**src/rtl/uart_freq_loader.sv**
```systemverilog
// uart_freq_loader: 8N1 UART receiver feeding a packet parser that loads
// checksummed frequency words into per-channel output registers.
module uart_freq_loader #(
    parameter int CLKS_PER_BIT = 521,
    parameter int NUM_CH       = 4,
    parameter int WORD_W       = 32,
    parameter int TIMEOUT_BITS = 20,
    localparam int CH_W        = (NUM_CH > 1) ? $clog2(NUM_CH) : 1
) (
    input  logic                     clk,
    input  logic                     rst,
    input  logic                     rx,
    output logic [NUM_CH*WORD_W-1:0] freq_out,
    output logic                     done,
    output logic [CH_W-1:0]          done_ch,
    output logic                     err,
    output logic [1:0]               err_code
);
    localparam int NB     = WORD_W / 8;
    localparam int CW     = $clog2(CLKS_PER_BIT);
    localparam int BCW    = (NB > 1) ? $clog2(NB) : 1;
    localparam int TO_CYC = TIMEOUT_BITS * CLKS_PER_BIT;
    localparam int TW     = $clog2(TO_CYC);

    localparam logic [CW-1:0]  HALF    = CW'((CLKS_PER_BIT - 1) / 2);
    localparam logic [CW-1:0]  LAST    = CW'(CLKS_PER_BIT - 1);
    localparam logic [TW-1:0]  TO_LAST = TW'(TO_CYC - 1);
    localparam logic [BCW-1:0] B_LAST  = BCW'(NB - 1);
    localparam logic [4:0]     NCH     = 5'(NUM_CH);

    typedef enum logic [2:0] {IDLE, START, DATA, STOP, WAIT_HI} rx_state_t;
    typedef enum logic [1:0] {P_HDR, P_DATA, P_CHK} p_state_t;

    logic            rx_m, rx_s;
    rx_state_t       rstate;
    logic [CW-1:0]   cnt;
    logic [2:0]      bit_idx;
    logic [7:0]      shreg;
    logic            byte_stb, frame_err;

    p_state_t        pstate;
    logic [3:0]      ch;
    logic [BCW-1:0]  bcnt;
    logic [WORD_W-1:0] shadow;
    logic [7:0]      chk;
    logic [TW-1:0]   tmo;

    always_ff @(posedge clk or posedge rst) begin
        if (rst) begin
            rx_m <= 1'b1;
            rx_s <= 1'b1;
        end else begin
            rx_m <= rx;
            rx_s <= rx_m;
        end
    end

    always_ff @(posedge clk or posedge rst) begin
        if (rst) begin
            rstate    <= IDLE;
            cnt       <= '0;
            bit_idx   <= '0;
            shreg     <= '0;
            byte_stb  <= 1'b0;
            frame_err <= 1'b0;
        end else begin
            byte_stb  <= 1'b0;
            frame_err <= 1'b0;
            unique case (rstate)
                IDLE: begin
                    cnt <= '0;
                    if (!rx_s) rstate <= START;
                end
                START: begin
                    if (cnt == HALF) begin
                        cnt     <= '0;
                        bit_idx <= '0;
                        rstate  <= rx_s ? IDLE : DATA;
                    end else begin
                        cnt <= cnt + 1'b1;
                    end
                end
                DATA: begin
                    if (cnt == LAST) begin
                        cnt     <= '0;
                        shreg   <= {rx_s, shreg[7:1]};
                        bit_idx <= bit_idx + 1'b1;
                        if (bit_idx == 3'd7) rstate <= STOP;
                    end else begin
                        cnt <= cnt + 1'b1;
                    end
                end
                STOP: begin
                    if (cnt == LAST) begin
                        cnt <= '0;
                        if (rx_s) begin
                            byte_stb <= 1'b1;
                            rstate   <= IDLE;
                        end else begin
                            frame_err <= 1'b1;
                            rstate    <= WAIT_HI;
                        end
                    end else begin
                        cnt <= cnt + 1'b1;
                    end
                end
                WAIT_HI: if (rx_s) rstate <= IDLE;
                default: rstate <= IDLE;
            endcase
        end
    end

    // Data bytes land in shadow; freq_out only changes on a checksum match.
    always_ff @(posedge clk or posedge rst) begin
        if (rst) begin
            pstate   <= P_HDR;
            ch       <= '0;
            bcnt     <= '0;
            shadow   <= '0;
            chk      <= '0;
            tmo      <= '0;
            freq_out <= '0;
            done     <= 1'b0;
            done_ch  <= '0;
            err      <= 1'b0;
            err_code <= 2'b00;
        end else begin
            done <= 1'b0;
            err  <= 1'b0;
            tmo  <= (pstate == P_HDR || byte_stb) ? '0 : tmo + 1'b1;
            if (frame_err) begin
                err      <= 1'b1;
                err_code <= 2'b01;
                pstate   <= P_HDR;
                shadow   <= '0;
            end else if (byte_stb) begin
                unique case (pstate)
                    P_HDR: begin
                        if (shreg[7:4] == 4'hA && {1'b0, shreg[3:0]} < NCH) begin
                            ch     <= shreg[3:0];
                            chk    <= shreg;
                            shadow <= '0;
                            bcnt   <= '0;
                            pstate <= P_DATA;
                        end else begin
                            err      <= 1'b1;
                            err_code <= 2'b10;
                        end
                    end
                    P_DATA: begin
                        shadow[bcnt*8 +: 8] <= shreg;
                        chk <= chk ^ shreg;
                        if (bcnt == B_LAST) pstate <= P_CHK;
                        else bcnt <= bcnt + 1'b1;
                    end
                    P_CHK: begin
                        if (shreg == chk) begin
                            freq_out[ch*WORD_W +: WORD_W] <= shadow;
                            done    <= 1'b1;
                            done_ch <= ch[CH_W-1:0];
                        end else begin
                            err      <= 1'b1;
                            err_code <= 2'b11;
                        end
                        pstate <= P_HDR;
                        shadow <= '0;
                    end
                    default: pstate <= P_HDR;
                endcase
            end else if (pstate != P_HDR && tmo == TO_LAST) begin
                err      <= 1'b1;
                err_code <= 2'b00;
                pstate   <= P_HDR;
                shadow   <= '0;
            end
        end
    end
endmodule

```
**config.mk**
```make
export PLATFORM = sky130hd
export DESIGN_NAME = uart_freq_loader
export DESIGN_NICKNAME = d
export VERILOG_FILES = /design/src/rtl/uart_freq_loader.sv
export SDC_FILE = /design/constraint.sdc
export NUM_CORES = 1
export LEC_CHECK = 0
export ABC_CLOCK_PERIOD_IN_PS = 7400
export CAP_MARGIN = 20
export CORE_ASPECT_RATIO = 0.75
export CORE_MARGIN = 3
export CORE_UTILIZATION = 49
export CTS_CLUSTER_DIAMETER = 60
export CTS_CLUSTER_SIZE = 16
export DETAILED_ROUTE_END_ITERATION = 7
export HOLD_SLACK_MARGIN = 0.1
export PLACE_DENSITY_LB_ADDON = 0.3
export SLEW_MARGIN = 20
export SYNTH_ARGS = -nofsm -noshare
export SYNTH_HDL_FRONTEND = slang
export SYNTH_SLANG_ARGS = --single-unit
```
**constraint.sdc**
```tcl
create_clock -name clk -period 7.4 [get_ports clk]
set_input_delay 1.48 -clock clk [delete_from_list [all_inputs] [get_ports clk]]
set_output_delay 1.48 -clock clk [all_outputs]
set_load 0.01 [all_outputs]
```
# Yosys cells after proc, flatten, opt, wreduce, memory -nomap -nowiden
# Cells that the tools add are included.
word_totals:
  output_inout_bits: 134
  word_cells: 135
  ff_bits: 224
  input_bits: 3
classes:
  order_cmp: 1
  n_mux: 55
  shifts: 4
  bitwise: 2
  reduce_logical: 21
  eq_ne: 27
  add_sub_neg: 6
ops:
  columns: ["op", "count"]
  rows:
  - ["128-bit bitwise mux", 1]
  - ["32-bit 2-to-1 mux", 4]
  - ["32-bit by 34-bit variable shift with 128-bit output (first input constant)", 1]
  - ["32-bit by 34-bit variable part select with 128-bit output", 1]
  - ["32-bit case mux with 3 select lines", 1]
  - ["5-bit negator with 34-bit output", 1]
  - ["9-bit negator with 34-bit output", 1]
  - ["8-bit by 34-bit variable shift with 32-bit output (first input constant)", 1]
  - ["8-bit by 34-bit variable part select with 32-bit output", 1]
  - ["32-bit bitwise mux", 1]
  - ["10-bit case mux with 3 select lines", 1]
  - ["3-bit 2-to-1 mux", 9]
  - ["2-bit 2-to-1 mux", 12]
  - ["10-bit 2-to-1 mux", 2]
  - ["8-bit case mux with 2 select lines", 1]
  - ["4-bit AND reduction", 4]
  - ["1-bit 2-to-1 mux", 15]
  - ["3-bit case mux with 5 select lines", 1]
  - ["14-bit by 1-bit adder with 14-bit output (second input constant)", 1]
  - ["14-bit == test (second input constant)", 1]
  - ["14-bit 2-to-1 mux", 1]
  - ["2-bit inequality test (second input constant)", 7]
  - ["4-bit inequality test (second input constant)", 3]
  - ["2-bit case mux with 2 select lines", 3]
  - ["other kinds (33)", 42]

# Depth between registers and ports, before layout
depth:
  word_depth: 6
  mapped_depth: 10
  mapped_depth_nobuf: 7

# Worst setup path after synthesis
# OpenSTA, ideal clock, no wires.
synth_path:
  kind: "flip-flop to flip-flop"
  start: "reg ch[0]"
  end: "reg freq_out[0]"
  setup_ps: 127
  path_buffers: 2
  slack_ps: 4987
  arrival_time_ps: 2286
  path_stages_with_launch: 8
  t_required_ps: 7273
  path_cell_list: "dfrtp_1 > clkbuf_1 > or3_1 > ha_1 > nor4b_1 > nand4_4 > buf_6 > mux2_1"
synth_between:
  elab_chain_cells: 3
  word_cells_on_any_way: 4
  classes_between: "1 x add/sub; 2 x shift; 1 x mux"
synth_lines:
  columns: ["element", "line_no", "text"]
  rows:
  - ["start, declared", "42", "logic [3:0] ch;"]
  - ["start signal, assigned", "140", "ch <= shreg[3:0];"]
  - ["9-bit negator with 34-bit output *", "158", "freq_out[ch*WORD_W +: WORD_W] <= shadow;"]
  - ["32-bit by 34-bit variable part select with 128-bit output or 32-bit by 34-bit variable shift with 128-bit output (tied branches)", "158", null]
  - ["128-bit bitwise mux *", "158", null]
  - ["end signal, assigned by index", "158", null]
  - ["end, declared", "13", "output logic [NUM_CH*WORD_W-1:0] freq_out,"]
# Mark *: on every way between the ends. The rest lies on a longest branch, timed or not.
# A chain may end at the register's enable or synchronous reset.

# Worst setup path in the final report
layout_path:
  start: "reg ch[0]"
  end: "reg freq_out[21]"
# The elaborated chain is that of the path after synthesis.

==> impl_results.md <==
- First-pass DRT Iterations: 4
- Initial Util: between 50% and 60%
- Vias in the first global route: roughly 6400
- Syn_area_per_cell: ~12 um^2
- Clock latency on the worst-skew pair: 0.50 ns
- Final Cycle Share: 41.35%
- Total CTS buffers: 18
- Worst-path clk slew: around 0.08 ns
- Slew margin rel.: 33.86%
- GPL Wtd Cong: ~0.82
- CP Class: reg -> reg
- Post-route insts no fill: between 1000 and 1500
- Setup crit start kind: register
- DR vias: 6574
- Worst VDD drop: 0.0001549 V
- RR Endpoint: freq_out[21]
- TritonCTS Sinks: about 220
- Worst Tran Pin Value: slightly below 1 ns
- Seq/Total Area, Yosys: roughly three fifths
- Worst path slowest cell: nand4_4
- WL final: between 20 and 25 mm
- Area of the multi-input gates: 3617 um^2
- Number of flops mapped to enable cells by yosys: 0
- Vias per cell: 5.557
- Die X: ~170 um
- Post-synth top cells: dfrtp_1, nand2_1, o21ai_0
- Overflow after GRT: 0
- Pin count of the biggest net entering global routing: 183
- # diodes: 0
- Register area: approximately 5600 um^2
- Total power: around 0.0021 W
- Syn Nets: a little over 800
- Clock Tree Root: clkbuf_16
- Reg-to-Reg Start: ch[0]
- Synth cell types: 56
- DP Cell Count: roughly 1200
- Count of boundary I/O pins: 137
- Setup violations, final: 0
- P_leak: slightly above 5 nW
- Flops & latches, synth: about 220
- Core area: approximately 19000 um^2
- Hold crit path type: reg -> reg
- Layout area overhead: 20.72%
- Nets: between 900 and 1000
- Wire per inst: 18.41 um
- Crit-path cells: or3_1 > ha_1 > nor4b_1 > nand4_4 > mux2_1
- Hold buffer count at CTS: 0
- Fmax: ~330 MHz
- CTS tree: yes
- Kind of end point of the critical path: register
- CP Launch Point: ch[0]
- H-tree Lvls: 1
- Fillers: roughly 1500
- RSZ-0062 raised after global routing: false
- Share of cells above drive strength 1: approximately a tenth
- Worst path bufs/invs: 0
- Post-synthesis cell count: roughly 800
- Mapped Area: approximately 9500 um^2
- Setup bufs post-CTS: 0
- CTS Buffer Depth: 3
- Pins over their slew limit: 0
- End of the critical path: freq_out[21]
- Overall Global Routing Usage: 20.26%
- R2r worst-path depth: 5
- Setup TNS: 0 ns
- PortBufs: ~140
- CP Depth: 5
- Cts repair resizes: 0
- Antenna-violating nets left: 0
- Initial antenna violation count: 0
- DIE AREA: around 21000 um^2
- Status: completed
- Endpoints failing hold: 0
- Power Dens Cells: roughly 180 nW/um^2
- Maximum fanout along the worst path: 32
- Top cell type's share of synthesized area: between 50% and 60%
- Primary FF master, synth: dfrtp_1
- Skew final: 0.03646 ns
- Max Cap Violations: 0
- Largest area contributor in the netlist: dfrtp_1
- Area contributors post-synth: dfrtp_1, nand2_1, mux2_4
- Initial DRC count: around 500
- Warnings from Yosys: 0
- Die Ht: around 130 um
- Most common cell in the netlist: dfrtp_1
- Drt drc: 0
- Slowest stage delay, CP: approximately 0.65 ns
- HPWL after detailed placement: around 14 mm
- Worst path required time: approximately 7.8 ns
- R2R Setup Slk: between 4 and 5 ns
- Post-synth ARST share: between 90% and 100%
- Site Rows: 43
- Worst path arrival time: approximately 3.4 ns
- Family with the most delay on the worst path: simple AND/OR/NAND/NOR gates
- First-pass GRT wire length: approximately 35 mm
- Min Tclk post-route: around 3.1 ns
[logic make-up after synthesis]
family,share of synthesized area [%]
simple gates,12.78
flops,58.73
compound gates,10.30
mux,11.52
buf+inv,3.420
xor+xnor,1.821
fa+ha+maj,1.441
[cells in the final DEF, fill, tap and decap left out, drive strengths merged, types with 13 or more instances in the layout]
cell type and instances:
dfrtp 222, clkdlybuf4s50 136, nand2 134, o21ai 77, mux2 77, a22o 33, nor2 32, a21oi 25
inv 20, clkbuf 20, xor2 14, nand3 13
[through the flow]
step / hold WS, ns / cell area, um^2 / util, % / setup slack [ns]
3_5_place_dp: 0.3533 / 11030 / 58.75 / 4.050
4_1_cts: 0.3781 / 11530 / 61.38 / 4.216
2_1_floorplan: 0.3452 / 9553 / - / 2.998
3_3_place_gp: 0.3455 / 11030 / 58.75 / 4.063
6_report: 0.3791 / 11530 / 61.39 / 4.340
5_1_grt: 0.3845 / 11530 / 61.39 / 4.168
[routing by layer]
metal | GRT usage (%) | wire, um
met5 | 0 | 0
met4 | 4.473 | 402
met3 | 3.209 | 1155
met2 | 31.11 | 9715
met1 | 30.81 | 10510
[power by group]
part | total [W] | switching, W | internal, W
combinational | 0.0000256 | 0.0000232 | 0.00000249
sequential | 0.00122 | 0.000000548 | 0.00122
clock | 0.000871 | 0.000426 | 0.000445
[final cells by class]
class | instances | share of cell area, %
sequential | 224 | 48.65
multi-input combinational | 526 | 31.38
timing repair buffer | 142 | 12.31
clock buffer | 20 | 3.973
tap | 247 | 2.681
inverter | 20 | 0.6838
clock inverter | 4 | 0.3256
[worst min path at each step]
stage / slack, ns / startpoint / end / cells after the start
floorplan: 0.35 / rx_m / rx_s / 0
global placement: 0.35 / rx_m / rx_s / 0
detailed placement: 0.35 / rx_m / rx_s / 0
CTS: 0.38 / rx_m / rx_s / 0
global route: 0.38 / rx_m / rx_s / 0
finish: 0.38 / rx_m / rx_s / 0
[sequential cells by signal, indices dropped and copies added, names as in the netlist, 2 cells and up]
name and count:
bcnt 2, bit_idx 3, ch 4, chk 8
cnt 10, done_ch 2, err_code 2, freq_out 128
pstate 2, rstate 3, shadow 32, shreg 8
tmo 14
(Power assumes the default switching activity.)
